`config.mk`:
```
export PLATFORM = sky130hd
export DESIGN_NAME = game_timer
export DESIGN_NICKNAME = d
export VERILOG_FILES = /design/src/rtl/game_timer.sv
export SDC_FILE = /design/constraint.sdc
export NUM_CORES = 1
export LEC_CHECK = 0
export ABC_AREA = 0
export CORE_MARGIN = 2
export CORE_UTILIZATION = 45
export DETAILED_ROUTE_END_ITERATION = 10
export PLACE_DENSITY = 0.73
export SETUP_SLACK_MARGIN = 0.4
export SKIP_CTS_REPAIR_TIMING = 1
export SYNTH_ARGS = -nofsm -noshare
export SYNTH_HDL_FRONTEND = slang
export SYNTH_SLANG_ARGS = --single-unit
```
`constraint.sdc`:
```
create_clock -name clk_i -period 1.96 [get_ports clk_i]
set_clock_uncertainty 0.05 [all_clocks]
set_input_delay 0.392 -clock clk_i [delete_from_list [all_inputs] [get_ports clk_i]]
set_output_delay 0.392 -clock clk_i [all_outputs]
set_load 0.005 [all_outputs]
```
`src/rtl/game_timer.sv`:
```
// rtl/game_timer.sv - BCD countdown timer driven by 1 Hz ticks, with pause and expiry pulse.
// Optional bonus adder built only when GAME_TIMER_BONUS_EN is defined.
module game_timer #(
  parameter int unsigned START_SECS = 60,
  parameter int unsigned BONUS_SECS = 5
) (
  input  logic       clk_i,
  input  logic       rst_ni,
  input  logic       tick_i,
  input  logic       start_i,
  input  logic       pause_i,
  input  logic       bonus_i,
  output logic [3:0] tens_o,
  output logic [3:0] ones_o,
  output logic       running_o,
  output logic       expired_o,
  output logic       done_o
);

  typedef enum logic [1:0] {IDLE, RUN, PAUSE, EXPIRED} state_e;

  localparam logic [3:0] START_TENS = 4'(START_SECS / 10);
  localparam logic [3:0] START_ONES = 4'(START_SECS % 10);

  state_e     state_q, state_d;
  logic [3:0] tens_q, tens_d;
  logic [3:0] ones_q, ones_d;
  logic       expired_q, expired_d;

  logic       cnt_is_one;
  logic [3:0] dec_tens, dec_ones;
  logic       bonus_hit;
  logic [3:0] bon_tens, bon_ones;

  assign cnt_is_one = (tens_q == 4'd0) && (ones_q == 4'd1);

  // BCD decrement: a zero ones digit borrows from tens (10 -> 09)
  always_comb begin
    dec_tens = tens_q;
    dec_ones = ones_q - 4'd1;
    if (ones_q == 4'd0) begin
      dec_tens = tens_q - 4'd1;
      dec_ones = 4'd9;
    end
  end

`ifdef GAME_TIMER_BONUS_EN
  logic [6:0] cnt_bin, base_bin, sat_bin;
  logic [7:0] sum_bin;

  // A tick coinciding with bonus in RUN is folded in as count-1 before adding
  always_comb begin
    cnt_bin  = ({3'b000, tens_q} * 7'd10) + {3'b000, ones_q};
    base_bin = (tick_i && (state_q == RUN) && !pause_i) ? cnt_bin - 7'd1 : cnt_bin;
    sum_bin  = {1'b0, base_bin} + 8'(BONUS_SECS);
    sat_bin  = (sum_bin > 8'd99) ? 7'd99 : sum_bin[6:0];
    bon_tens = 4'(sat_bin / 7'd10);
    bon_ones = 4'(sat_bin % 7'd10);
  end

  assign bonus_hit = bonus_i;
`else
  localparam int unsigned unused_bonus_secs = BONUS_SECS;
  logic unused_bonus;

  assign unused_bonus = bonus_i;
  assign bonus_hit    = 1'b0;
  assign bon_tens     = tens_q;
  assign bon_ones     = ones_q;
`endif

  always_ff @(posedge clk_i or negedge rst_ni) begin
    if (!rst_ni) begin
      state_q   <= IDLE;
      tens_q    <= 4'd0;
      ones_q    <= 4'd0;
      expired_q <= 1'b0;
    end else begin
      state_q   <= state_d;
      tens_q    <= tens_d;
      ones_q    <= ones_d;
      expired_q <= expired_d;
    end
  end

  always_comb begin
    state_d   = state_q;
    tens_d    = tens_q;
    ones_d    = ones_q;
    expired_d = 1'b0;
    if (start_i) begin
      state_d = RUN;
      tens_d  = START_TENS;
      ones_d  = START_ONES;
    end else begin
      case (state_q)
        IDLE: ;
        RUN: begin
          if (bonus_hit) begin
            tens_d = bon_tens;
            ones_d = bon_ones;
            if (pause_i) state_d = PAUSE;
          end else if (pause_i) begin
            state_d = PAUSE;
          end else if (tick_i) begin
            if (cnt_is_one) begin
              tens_d    = 4'd0;
              ones_d    = 4'd0;
              state_d   = EXPIRED;
              expired_d = 1'b1;
            end else begin
              tens_d = dec_tens;
              ones_d = dec_ones;
            end
          end
        end
        PAUSE: begin
          if (bonus_hit) begin
            tens_d = bon_tens;
            ones_d = bon_ones;
          end
          if (!pause_i) state_d = RUN;
        end
        EXPIRED: ;
        default: state_d = IDLE;
      endcase
    end
  end

  always_comb begin
    tens_o    = tens_q;
    ones_o    = ones_q;
    running_o = (state_q == RUN);
    done_o    = (state_q == EXPIRED);
    expired_o = expired_q;
  end

endmodule

```
# Word-level counts from Yosys, hierarchy flattened
# Cells that the tools add are included.
# W data, S select, Z words.
[word_totals]
out_inout_bits = 11
register_bits = 11
[op_classes]
addsub = 2
eq_ne = 8
reduce_logical = 10
muxes = 23
[op_table]
columns = ["cell", "n"]
rows = [
  ["$mux W4", 12],
  ["$mux W2", 5],
  ["$logic_not A4 Y1", 2],
  ["$reduce_and A4 Y1", 2],
  ["$sub A4 B1 Y4 const B", 2],
  ["$reduce_bool A3 Y1", 2],
  ["$mux W1", 5],
  ["$eq A2 B2 Y1 const B", 2],
  ["$eq A4 B1 Y1 const B", 1],
  ["$ne A4 B3 Y1 const B", 1],
  ["$ne A4 B4 Y1 const B", 1],
  ["$pmux W2 S2", 1],
  ["$reduce_bool A2 Y1", 2],
  ["$ne A3 B3 Y1 const B", 1],
  ["$reduce_and A3 Y1", 1],
  ["$eq A2 B1 Y1 const B", 1],
  ["$ne A2 B2 Y1 const B", 1],
  ["$logic_and A1 B1 Y1", 1],
]

# Longest topological paths before layout
# Gate-level depths: netlist (run 1).
[depth]
word_depth = 7
ltp_mapped = 5

# Worst setup path before layout (run 1)
# Ideal clock, no wire load.
[synth_path]
path_type = "reg-to-reg"
startpoint = "register state_q[1]"
endpoint = "register ones_q[2] (netlist: ones_o[2])"
n_path_buf = 0
path_slack_ns = 0.400
arrival_ns = 1.436
path_stages_with_launch = 5
setup_time_ns = 0.074
path_cell_list = "dfrtp_1 nand4bb_4 or3_4 or3b_1 a21oi_2"
[synth_via]
elab_chain_cells = 3
[synth_rtl]
columns = ["element", "line", "text"]
rows = [
  ["start, declared", "25", "state_e state_q, state_d;"],
  ["start signal, assigned", "79", "state_q <= state_d;"],
  ["$eq A2 B1 Y1", "96", "case (state_q)"],
  ["$reduce_bool A2 Y1 (no line)", "-", ""],
  ["$reduce_and A3 Y1 (no line)", "-", ""],
  ["end signal, assigned", "81", "ones_q <= ones_d;"],
  ["end, declared", "27", "logic [3:0] ones_q, ones_d;"],
]
# Every way passes these cells.
# A chain may end at the register's enable or synchronous reset.

# Final worst setup path (run 1)
[layout_path]
startpoint = "register state_q[0]"
endpoint = "output done_o"
[layout_via]
elab_chain_cells = 1
[layout_rtl]
columns = ["element", "line", "text"]
rows = [
  ["$eq A2 B2 Y1", "134", "done_o = (state_q == EXPIRED);"],
  ["end, declared", "17", "output logic done_o"],
]
# Every way passes these cells.

==> results.toml, run 1 <==
[worst_setup_path]
r2r-end = "ones_o[2]$_DFFE_PN0P_"
worstSetupPathType = "reg -> out"
cp-endpoint = "done_o"
r2r_cells = 4
worstSetupStartpoint = "state_q[0]$_DFFE_PN0P_"
r2r_slack_ns = 0.22
crit_arrival_ns = 1.33
start_kind = "flip-flop"
r2r-start = "state_q[1]$_DFFE_PN0P_"
critPathRequiredTime_ns = 1.52
path_max_fanout = 6
worstSetupEndpointType = "primary output"

[global_routing]
gr-total-overflow = 0
grt_pass1_wl_mm = 1.89
antenna_found_initial = 0
grt_pass1_vias = 451
grt_use_total_pct = 17.5
grt_max_degree = 12

[clock_network]
cts-buffers-inserted = 3
cts_max_path_buffers = 2
clkSinkCount = 11
htreeDepth = 1
clk_pin_slew_ns = 0.08
clk_latency_ns = 0.27
cts_root_buffer = "clkbuf_4"
cts_tree = "done"

[floorplanning]
ios = 17
coreArea_um2 = 1300
fp.dieArea_um2 = 1690
dieWidth_um = 41.1
dieHeight_um = 41.1
num_rows = 13
start_util_pct = 47.6

[synth]
synth_edf_count = 0
avgSynthCellArea_um2 = 10.5
synth_common_cells = "dfrtp_1, a21oi_1, nand2_1, nor2_1, nor3_1"
synth.distinct_cells = 30
synth_area_um2 = 619
ys_ff_latch = 11
syn_inst = 59
synth-async-reset-ratio_pct = 100
synth_ff_type = "dfrtp_1"
synth_top_area_share_pct = 44.4
synth_area_leaders = "dfrtp_1, nand4bb_4, ha_1"
yosys.area.top_type = "dfrtp_1"
yosys_warnings = 0
syn_nets = 67
synth_seq_area_share_pct = 44.4
synth.most_common_cell = "dfrtp_1"

[detailed_routing]
route.detailed.drc = 0
drtIter0Drc = 16
drt_wl_total_mm = 1.66
wl_per_cell_um = 15.3
viasPerCell = 5.69
dr.pass1.iters = 4
ant_nets = 0
via_count = 620

[sta]
relSlewSlack_pct = 68.1
finalHoldViolCount = 0
fin_crit_sh_pct = 90.3
worstMarginPinSlew_ns = 0.476
post-route-min-period_ns = 1.77
fmax_mhz = 565
fin_ws_ns = 0.190
rsz0062_at_grt = "yes"
setup_viol = 0
slew_viol_final = 0

[place]
hpwlAfterDp_um = 945
post-place-ws_ns = -0.0359
place_congestion = 0.762
portBuffers = 15
place_area_um2 = 822

[power_and_ir_drop]
ir_drop_uv = 337
p_leak_nw = 0.550
total_power_mw = 0.550
power_density_nw_per_um2 = 535

[min_path]
min_path_type = "in -> async"

[final_layout]
syn2layout_area_growth_pct = 65.9
drive_gt1_share_pct = 41.5
final_nets = 103
finish.instance_area_um2 = 1030
antenna_cells = 0

[job]
maxCapViolations = 0

[outcome]
status = "complete, no violations"
==> layout by cell type, fill, tap and decap left out, types with 2 or more instances in the layout <==
cell,netlist,final
ha_1,2,2
dfrtp_2,0,7
nor3_1,4,4
nor2_1,4,4
buf_4,0,15
o21ai_2,0,2
nand2_1,4,4
dfrtp_1,11,4
dlymetal6s2s_1,0,12
inv_1,3,3
clkbuf_4,0,3
nor2b_1,2,2
o21ai_0,3,2
clkdlybuf4s50_1,0,3
a21oi_1,4,4
==> worst max-delay path, cell delays in order (launching register included) <==
cell and delay, ns:
dfrtp_2 0.41, and2_4 0.15, clkdlybuf4s50_1 0.49
==> cell families (layout without fill, tap and decap cells) <==
logic type      after synthesis  after routing  share of synthesized area (%)
compound gates               16             16                           17.0
fa+ha+maj                     2              2                           4.04
flops                        11             11                           44.4
xor+xnor                      1              1                           1.41
buf+inv                       4             39                           2.42
simple gates                 25             25                           30.7
==> metrics by stage <==
| stage | TNS (ns) | util [%] | std cells | hold slack [ns] |
|---|---|---|---|---|
| after global placement | -0.0158 | 63.2 | 93 | 0.482 |
| after floorplan | 0 | - | 59 | 0.0464 |
| after CTS | 0 | 65.2 | 97 | 0.413 |
| after global routing | 0 | 78.9 | 109 | 0.438 |
| final | 0 | 78.9 | 109 | 0.388 |
| after detailed placement | -0.0359 | 63.2 | 93 | 0.501 |
==> power breakdown <==
part	internal [mW]	switching (mW)
clock	0.0788	0.0823
combinational	0.0789	0.0546
sequential	0.239	0.0165
==> metal layers <==
metal	vias to the layer above	GRT usage, %	wire length [um]
met2	26	24.6	808
met3	2	7.61	104
met5	-	0	0
met4	0	6.45	6
li1	291	-	-
met1	301	23.4	744
==> registers in the layout, summed over array words and instances (netlist names) <==
| register | flops |
|---|---|
| tens_o | 4 |
| ones_o | 4 |
| expired_o | 1 |
| state_q | 2 |
==> area by class of cell <==
| type | count | area, um2 |
|---|---|---|
| multi-input cells | 44 | 363 |
| repair buffers | 32 | 324 |
| flip-flops and latches | 11 | 284 |
| fillers | 85 | 274 |
| clock buffers | 4 | 26.3 |
| well taps | 15 | 18.8 |
| inverters | 3 | 11.3 |
==> how the worst min path moves through the flow <==
stage                               start                endpoint  slack, ns  depth (start not counted)
floorplan                          rst_ni     expired_o$_DFF_PN0_       0.05                          0
global placement    tens_o[1]$_DFFE_PN0P_   tens_o[1]$_DFFE_PN0P_       0.48                          1
detailed placement  tens_o[1]$_DFFE_PN0P_   tens_o[1]$_DFFE_PN0P_       0.50                          1
CTS                                rst_ni  state_q[1]$_DFFE_PN0P_       0.41                          1
global route                       rst_ni   tens_o[3]$_DFFE_PN0P_       0.44                          1
finish                             rst_ni     expired_o$_DFF_PN0_       0.39                          1
Note: power is estimated with default switching activity, not from simulation.
==> run 2: changes to the inputs <==
--- a/config.mk
+++ b/config.mk
@@ -7,9 +7,9 @@
 export LEC_CHECK = 0
 export ABC_AREA = 0
 export CORE_MARGIN = 2
-export CORE_UTILIZATION = 45
+export CORE_UTILIZATION = 33
 export DETAILED_ROUTE_END_ITERATION = 10
-export PLACE_DENSITY = 0.73
+export PLACE_DENSITY = 0.55
 export SETUP_SLACK_MARGIN = 0.4
 export SKIP_CTS_REPAIR_TIMING = 1
 export SYNTH_ARGS = -nofsm -noshare
==> results.toml, run 2 (same netlist as run 1, synthesis figures left out) <==
[outcome]
status = "complete, no violations"

[floorplanning]
dieWidth_um = 47.3
num_rows = 15
coreArea_um2 = 1750
fp.dieArea_um2 = 2240
ios = 17
dieHeight_um = 47.3
start_util_pct = 35.5

[final_layout]
syn2layout_area_growth_pct = 62.8
regArea_um2 = 285
antenna_cells = 0
fill_cells = 158
multi_input_area_um2 = 364
final_util_pct = 57.8
most-common-layout-cells = "buf_4, dlymetal6s2s_1, dfrtp_2"
final_nets = 101
final_common_cell = "buf_4"
drive_gt1_share_pct = 42.4

[global_routing]
grt_pass1_wl_mm = 2.28
grt_use_total_pct = 14.8
antenna_found_initial = 0
gr-total-overflow = 0
grt_max_degree = 12
grt_pass1_vias = 511

[clock_network]
cts_tree = "done"
cts_root_buffer = "clkbuf_4"
clk_pin_slew_ns = 0.07
clkSinkCount = 11
htreeDepth = 1
clk_latency_ns = 0.27
cts_max_path_buffers = 2
cts-buffers-inserted = 3

[power_and_ir_drop]
power_density_nw_per_um2 = 539
total_power_mw = 0.543
p_leak_nw = 0.528
ir_drop_uv = 435

[worst_setup_path]
crit_arrival_ns = 1.89
path_cells = "buf_4 -> nand4bb_4 -> or3_4 -> or3b_4 -> a21oi_2"
worstSetupPathType = "reg -> reg"
start_kind = "flip-flop"
max_stage_delay_ns = 0.43
path_max_fanout = 4
critPathRequiredTime_ns = 2.11
worstSetupEndpointType = "flip-flop"
worst_path_max_delay_cell = "dfrtp_2"
r2r_slack_ns = 0.22

[sta]
fin_ws_ns = 0.220
fmax_mhz = 575
relSlewSlack_pct = 67.3
post-route-min-period_ns = 1.74
slew_viol_final = 0
setup_viol = 0
rsz0062_at_grt = "yes"
fin_crit_sh_pct = 88.8
worstMarginPinSlew_ns = 0.490
whs_ns = 0.400
finalHoldViolCount = 0

[detailed_routing]
route.detailed.drc = 0
wl_per_cell_um = 12.7
viasPerCell = 4.93
via_count = 577
drt_wl_total_mm = 1.49
ant_nets = 0
drtIter0Drc = 5
dr.pass1.iters = 4

[job]
maxCapViolations = 0

[place]
place_congestion = 0.782
post-place-ws_ns = -0.0663
hpwlAfterDp_um = 993
portBuffers = 15

[min_path]
min_path_type = "in -> async"
run 2: layer usage:
layer	GRT usage [%]	vias to the layer above	share of wire (%)	wire length, um
met1	19.0	273	46	681
met2	22.7	13	49	723
met5	0	-	0	0
met3	6.92	2	5.0	75
li1	-	289	-	-
met4	3.33	0	0.54	8
run 2: metrics by stage:
step / instance area [um2] / TNS (ns) / instances
2_1_floorplan: 619 / 0 / 59
3_3_place_gp: 827 / -0.0325 / 102
3_5_place_dp: 827 / -0.0663 / 102
4_1_cts: 853 / 0 / 106
5_1_grt: 1010 / 0 / 117
6_report: 1010 / 0 / 117
run 2: area by class of cell:
cell class	instances	area share (%)
inverters	3	1.12
well taps	25	3.10
flip-flops and latches	11	28.3
repair buffers	30	28.8
multi-input cells	44	36.1
clock buffers	4	2.61
run 2: worst paths after layout:
kind                                        startpoint               endpoint  cells past startpoint
worst max-delay path            state_q[1]$_DFFE_PN0P_  ones_o[2]$_DFFE_PN0P_                      5
worst min-delay path                            rst_ni  tens_o[0]$_DFFE_PN0P_                      1
worst max register to register  state_q[1]$_DFFE_PN0P_  ones_o[2]$_DFFE_PN0P_                      5
worst min register to register   tens_o[0]$_DFFE_PN0P_  tens_o[0]$_DFFE_PN0P_                      1
max in group asynchronous                       rst_ni  ones_o[2]$_DFFE_PN0P_                      1
min in group clk_i                              tick_i    expired_o$_DFF_PN0_                      4
run 2: critical path: cells and delay by family, from the launching register on:
family,cells,cell delay [ns]
buffers and inverters,1,0.14
AOI/OAI and AO/OA,1,0.11
and+or+nand+nor,3,0.94
DFF,1,0.43
run 2: report_power, final:
group / leakage (nW) / internal [mW] / total [mW] / switching, mW
combinational: 0.385 / 0.0807 / 0.135 / 0.0544
clock: 0.0150 / 0.0789 / 0.155 / 0.0762
sequential: 0.128 / 0.239 / 0.253 / 0.0140
==> run 3: changes to the inputs <==
==> constraint.sdc (replaced) <==
create_clock -name clk_i -period 1.96 [get_ports clk_i]
set_clock_uncertainty 0.05 [all_clocks]
set_input_delay 0.294 -clock clk_i [delete_from_list [all_inputs] [get_ports clk_i]]
set_output_delay 0.294 -clock clk_i [all_outputs]
set_load 0.005 [all_outputs]
==> results.toml, run 3 (same netlist as run 1, synthesis figures left out) <==
[final_layout]
syn2layout_area_growth_pct = 55.8
multi_input_area_um2 = 349
most-common-layout-cells = "buf_4, dlymetal6s2s_1, dfrtp_2"
final_nets = 98
fill_cells = 171
drive_gt1_share_pct = 34.8
regArea_um2 = 284
final_cells = 114
final_common_cell = "buf_4"
antenna_cells = 0

[place]
place_congestion = 0.769
portBuffers = 15
post-place-ws_ns = 0.0379
placed_cells = 101
hpwlAfterDp_um = 970

[sta]
fin_ws_ns = 0.330
relSlewSlack_pct = 65.0
setup_viol = 0
post-route-min-period_ns = 1.63
fmax_mhz = 613
fin_setup_tns_ns = 0
slew_viol_final = 0
finalHoldViolCount = 0
worstMarginPinSlew_ns = 0.524
rsz0062_at_grt = "yes"
fin_crit_sh_pct = 83.2

[global_routing]
antenna_found_initial = 0
grt_max_degree = 12
grt_pass1_vias = 476
gr-total-overflow = 0
grt_pass1_wl_mm = 2.19
grt_use_total_pct = 14.4

[worst_setup_path]
worstSetupStartpoint = "pause_i"
path_max_fanout = 3
critPathRequiredTime_ns = 2.11
r2r-start = "state_q[1]$_DFFE_PN0P_"
cp-endpoint = "ones_o[2]$_DFFE_PN0P_"
r2r_slack_ns = 0.37
crit_arrival_ns = 1.78
worstSetupPathType = "in -> reg"
worstSetupEndpointType = "flip-flop"
r2r_cells = 4
r2r-end = "ones_o[2]$_DFFE_PN0P_"
start_kind = "primary input"

[power_and_ir_drop]
ir_drop_uv = 376
p_leak_nw = 0.483
total_power_mw = 0.532
power_density_nw_per_um2 = 552

[clock_network]
cts_tree = "done"
cts_max_path_buffers = 2
clkSinkCount = 11
htreeDepth = 1
cts-buffers-inserted = 3
clk_latency_ns = 0.27
clk_pin_slew_ns = 0.07
cts_root_buffer = "clkbuf_4"

[detailed_routing]
dr.pass1.iters = 2
wl_per_cell_um = 12.2
route.detailed.drc = 0
wl_met1_um = 647
top_layer_used = "met3"
wl_met2_um = 666
route.met3.wl_um = 78
drt_wl_total_mm = 1.39
viasPerCell = 4.85
drtIter0Drc = 4
via_count = 553
ant_nets = 0

[floorplanning]
fp.dieArea_um2 = 2240
start_util_pct = 35.5
dieWidth_um = 47.3
num_rows = 15
dieHeight_um = 47.3
ios = 17
coreArea_um2 = 1750

[job]
maxCapViolations = 0

[outcome]
status = "complete, no violations"

[min_path]
min_path_type = "in -> async"
## run 3: cell types whose count changed in the layout (fill, tap and decap cells not counted), sizes merged
cell | previous run | this run
clkdlybuf4s50 | 4 | 6
buf | 15 | 12
dlymetal6s2s | 11 | 9
## run 3: worst min-delay path by stage
stage / start / slack [ns] / end
floorplan: rst_ni / -0.05 / expired_o$_DFF_PN0_
global placement: tens_o[1]$_DFFE_PN0P_ / 0.48 / tens_o[1]$_DFFE_PN0P_
detailed placement: tens_o[1]$_DFFE_PN0P_ / 0.48 / tens_o[1]$_DFFE_PN0P_
CTS: rst_ni / 0.32 / tens_o[2]$_DFFE_PN0P_
global route: rst_ni / 0.33 / tens_o[0]$_DFFE_PN0P_
finish: rst_ni / 0.31 / expired_o$_DFF_PN0_
## run 3: area by class of cell
| cell class | count | area share (%) |
|---|---|---|
| flip-flops and latches | 11 | 29.4 |
| multi-input cells | 44 | 36.2 |
| well taps | 25 | 3.24 |
| clock buffers | 4 | 2.72 |
| inverters | 3 | 1.17 |
| repair buffers | 27 | 27.2 |
## run 3: routing by layer
| layer | up-vias | global-route usage [%] |
|---|---|---|
| met4 | 0 | 5.00 |
| met3 | 0 | 7.31 |
| met2 | 11 | 21.1 |
| li1 | 282 | - |
| met5 | - | 0 |
| met1 | 260 | 18.3 |
## run 3: worst max-delay path, stage by stage
cell and delay [ns]:
clkdlybuf4s50_1 0.42, nand4bb_4 0.24, or3_4 0.35, or3b_1 0.37
a21oi_2 0.11
## run 3: metrics by stage
step | instance area [um2] | hold WS [ns] | utilization [%]
6_report | 965 | 0.315 | 55.3
5_1_grt | 965 | 0.334 | 55.3
4_1_cts | 846 | 0.322 | 48.5
3_5_place_dp | 820 | 0.481 | 47.0
3_3_place_gp | 820 | 0.481 | 47.0
2_1_floorplan | 619 | -0.0516 | -
## run 3: where the power goes
group	leakage (nW)	switching [mW]	internal, mW	total (mW)
clock network	0.0150	0.0772	0.0789	0.156
registers	0.129	0.0140	0.239	0.253
logic	0.339	0.0509	0.0722	0.123
==> edit: new RTL, settings of run 2 <==
The option `GAME_TIMER_BONUS_EN` is turned on by a define.
--- a/src/rtl/game_timer.sv
+++ b/src/rtl/game_timer.sv
@@ -1,4 +1,6 @@
 // rtl/game_timer.sv - BCD countdown timer driven by 1 Hz ticks, with pause and expiry pulse.
 // Optional bonus adder built only when GAME_TIMER_BONUS_EN is defined.
+`define GAME_TIMER_BONUS_EN
+
 module game_timer #(
   parameter int unsigned START_SECS = 60,
Check against the original RTL: not equivalent (Yosys sat finds a counterexample within 4 cycles, from zero or initial values and one cycle with rst_ni low).
==> edit against run 2 <==
- the flow now finishes with violations (design-rule violations, negative setup slack)
- final cell count grew to 4.4 times the old value
- setup slack worse by 4.0 ns
- area after synthesis grew to 3.6 times the old value
- wire length grew to 5.2 times the old value
- cell area grew to 4.1 times the old value
- sequential cell count stayed put
- global-route usage is 4.8 points higher
Power is left out: the tool's default activity adds up to more than one toggle a clock period on the data nets, which glitch-free logic cannot reach.
==> edit: results (changes against run 2) <==
| Metric | Value |
|---|---|
| Largest driver fanout on the critical path | 6 (was 4) |
| DRC violations left | 1 (was 0) |
| Cell types occupying the most area after synthesis | sky130_fd_sc_hd__dfrtp_1 12%, sky130_fd_sc_hd__ha_1 7.4%, sky130_fd_sc_hd__nand2_1 3.7% (was sky130_fd_sc_hd__dfrtp_1 44%, sky130_fd_sc_hd__nand4bb_4 4.4%, sky130_fd_sc_hd__ha_1 4.0%) |
| Worst hold path class | in -> reg (was in -> async) |
| First-pass GRT wire length | 12.0 mm (was 2.28 mm) |
| Critical-path cell with the highest stage delay | sky130_fd_sc_hd__fa_2 (was sky130_fd_sc_hd__dfrtp_2) |
| Clock slew at reported path FFs | 0.05 ns (was 0.07 ns) |
| Least setup slack across all paths after layout | -3.79 ns (was 0.220 ns) |
| Fill cell total of the finished layout | 532 (was 158) |
| Instance count along the most critical hold path | 3 |
| Critical register-to-register path endpoint | ones_o[1] (was ones_o[2]) |
| Fraction of layout cells with a size suffix above 1 | 54.2% (was 42.4%) |
| Skew-Pair Late Insertion Delay | 0.24 ns (was 0.27 ns) |
| Buffer cell driving the clock tree root | sky130_fd_sc_hd__clkbuf_8 (was sky130_fd_sc_hd__clkbuf_4) |
| Overall track demand over capacity in global routing | 19.6% (was 14.8%) |
| Largest net degree at the start of global routing | 15 (was 12) |
| Layout Nets | 463 (was 101) |
| Vias in the first global route | 2,606 (was 511) |
| Synthesized netlist net count | 302 (was 67) |
| Violations in the final reports | design-rule violations, negative setup slack |
| Number of iterations in the first detailed-routing pass | 7 (was 4) |
| Outcome | finished with violations (was finished, final reports clean) |
| Worst flop-to-flop path startpoint | ones_o[1] (was state_q[1]) |
| Final GP Congestion | 0.872 (was 0.782) |
| Worst rel slew slack | 62.9% (was 67.3%) |
| Most common library cells after synthesis | 22 x sky130_fd_sc_hd__nand2_1, 20 x sky130_fd_sc_hd__nor2_1, 16 x sky130_fd_sc_hd__a21oi_1, 16 x sky130_fd_sc_hd__inv_1, 14 x sky130_fd_sc_hd__nand3_1 (was 11 x sky130_fd_sc_hd__dfrtp_1, 4 x sky130_fd_sc_hd__a21oi_1, 4 x sky130_fd_sc_hd__nand2_1, 4 x sky130_fd_sc_hd__nor2_1, 4 x sky130_fd_sc_hd__nor3_1) |
| Setup WS pre-CTS | -4.03 ns (was -0.0663 ns) |
| Post-DR wirelength/cell | 15.1 µm (was 12.7 µm) |
| Post-detailed-placement half-perimeter wirelength | 5.90 mm (was 993 µm) |
| Peak per-stage delay on the critical path | 0.68 ns (was 0.43 ns) |
| Initial antenna violation count | 0 (unchanged) |
| Final count of negative-setup-slack endpoints | 10 (was 0) |
| Library cells used by synthesis | 73 (was 30) |
| Number of cells on the worst reg-to-reg path | 27 (was 5) |
| Sequential share of the synthesized area | 12.4% (was 44.4%) |
| Number of H-tree branching levels | 1 (unchanged) |
| Arrival time worst endpoint | 5.82 ns (was 1.89 ns) |
| Drt via density | 5.36 (was 4.93) |
| Port buffer count | 16 (was 15) |
| Largest buffer count on any clock path | 2 (unchanged) |
| Initial DRC count | 119 (was 5) |
[edit: logic make-up (layout without fill, tap and decap cells)]
logic type	count (synthesis)	after routing	share of synthesized area (%)
xor+xnor	15	15	8.20
compound gates	90	90	33.1
fa+ha+maj	16	16	9.62
buf+inv	28	188	5.37
simple gates	118	118	29.9
mux	3	3	1.36
flops	11	11	12.4
[edit: metrics by stage]
step	hold slack [ns]	std cells	setup TNS, ns	util (%)	area, µm²
after floorplan	0.0464	281	-25.43	-	2370
after global routing	0.423	518	-27.25	64.1	4120
final	0.411	518	-25.34	64.1	4120
after global placement	0.597	494	-27.12	55.1	3540
after CTS	0.480	498	-27.30	55.8	3590
after detailed placement	0.602	494	-27.82	55.1	3540
[edit: layout make-up]
class                   count  area share (%)
clock buffers               4            1.09
inverters                  18            1.76
multi-input cells         242            54.5
flip-flops and latches     11            6.72
well taps                  77            2.34
repair buffers            166            33.6
[edit: worst max path at each step]
stage	end	slack (ns)	cells past startpoint
after floorplan	ones_o[2]	-4.00	30
after global placement	ones_o[2]	-3.88	29
after detailed placement	ones_o[2]	-4.03	29
after CTS	ones_o[2]	-3.96	28
after global routing	ones_o[1]	-4.07	27
final	ones_o[1]	-3.79	27
[edit: worst reg2reg max path, delay by kind of cell, from the launching register on]
kind                     cells  cell delay [ns]
AND/OR/NAND/NOR             12             1.97
multiplexers                 1             0.25
XOR/XNOR                     1             0.25
buffers and inverters        1             0.04
flip-flops                   1             0.41
AO/OA/AOI/OAI                7             1.19
adder cells (fa/ha/maj)      5             1.42
[edit: layer usage]
| layer | GRT usage (%) | share of wire [%] |
|---|---|---|
| met1 | 28.6 | 46 |
| met2 | 32.4 | 50 |
| met5 | 0 | 0 |
| met4 | 2.74 | 0.49 |
| met3 | 1.54 | 3.5 |
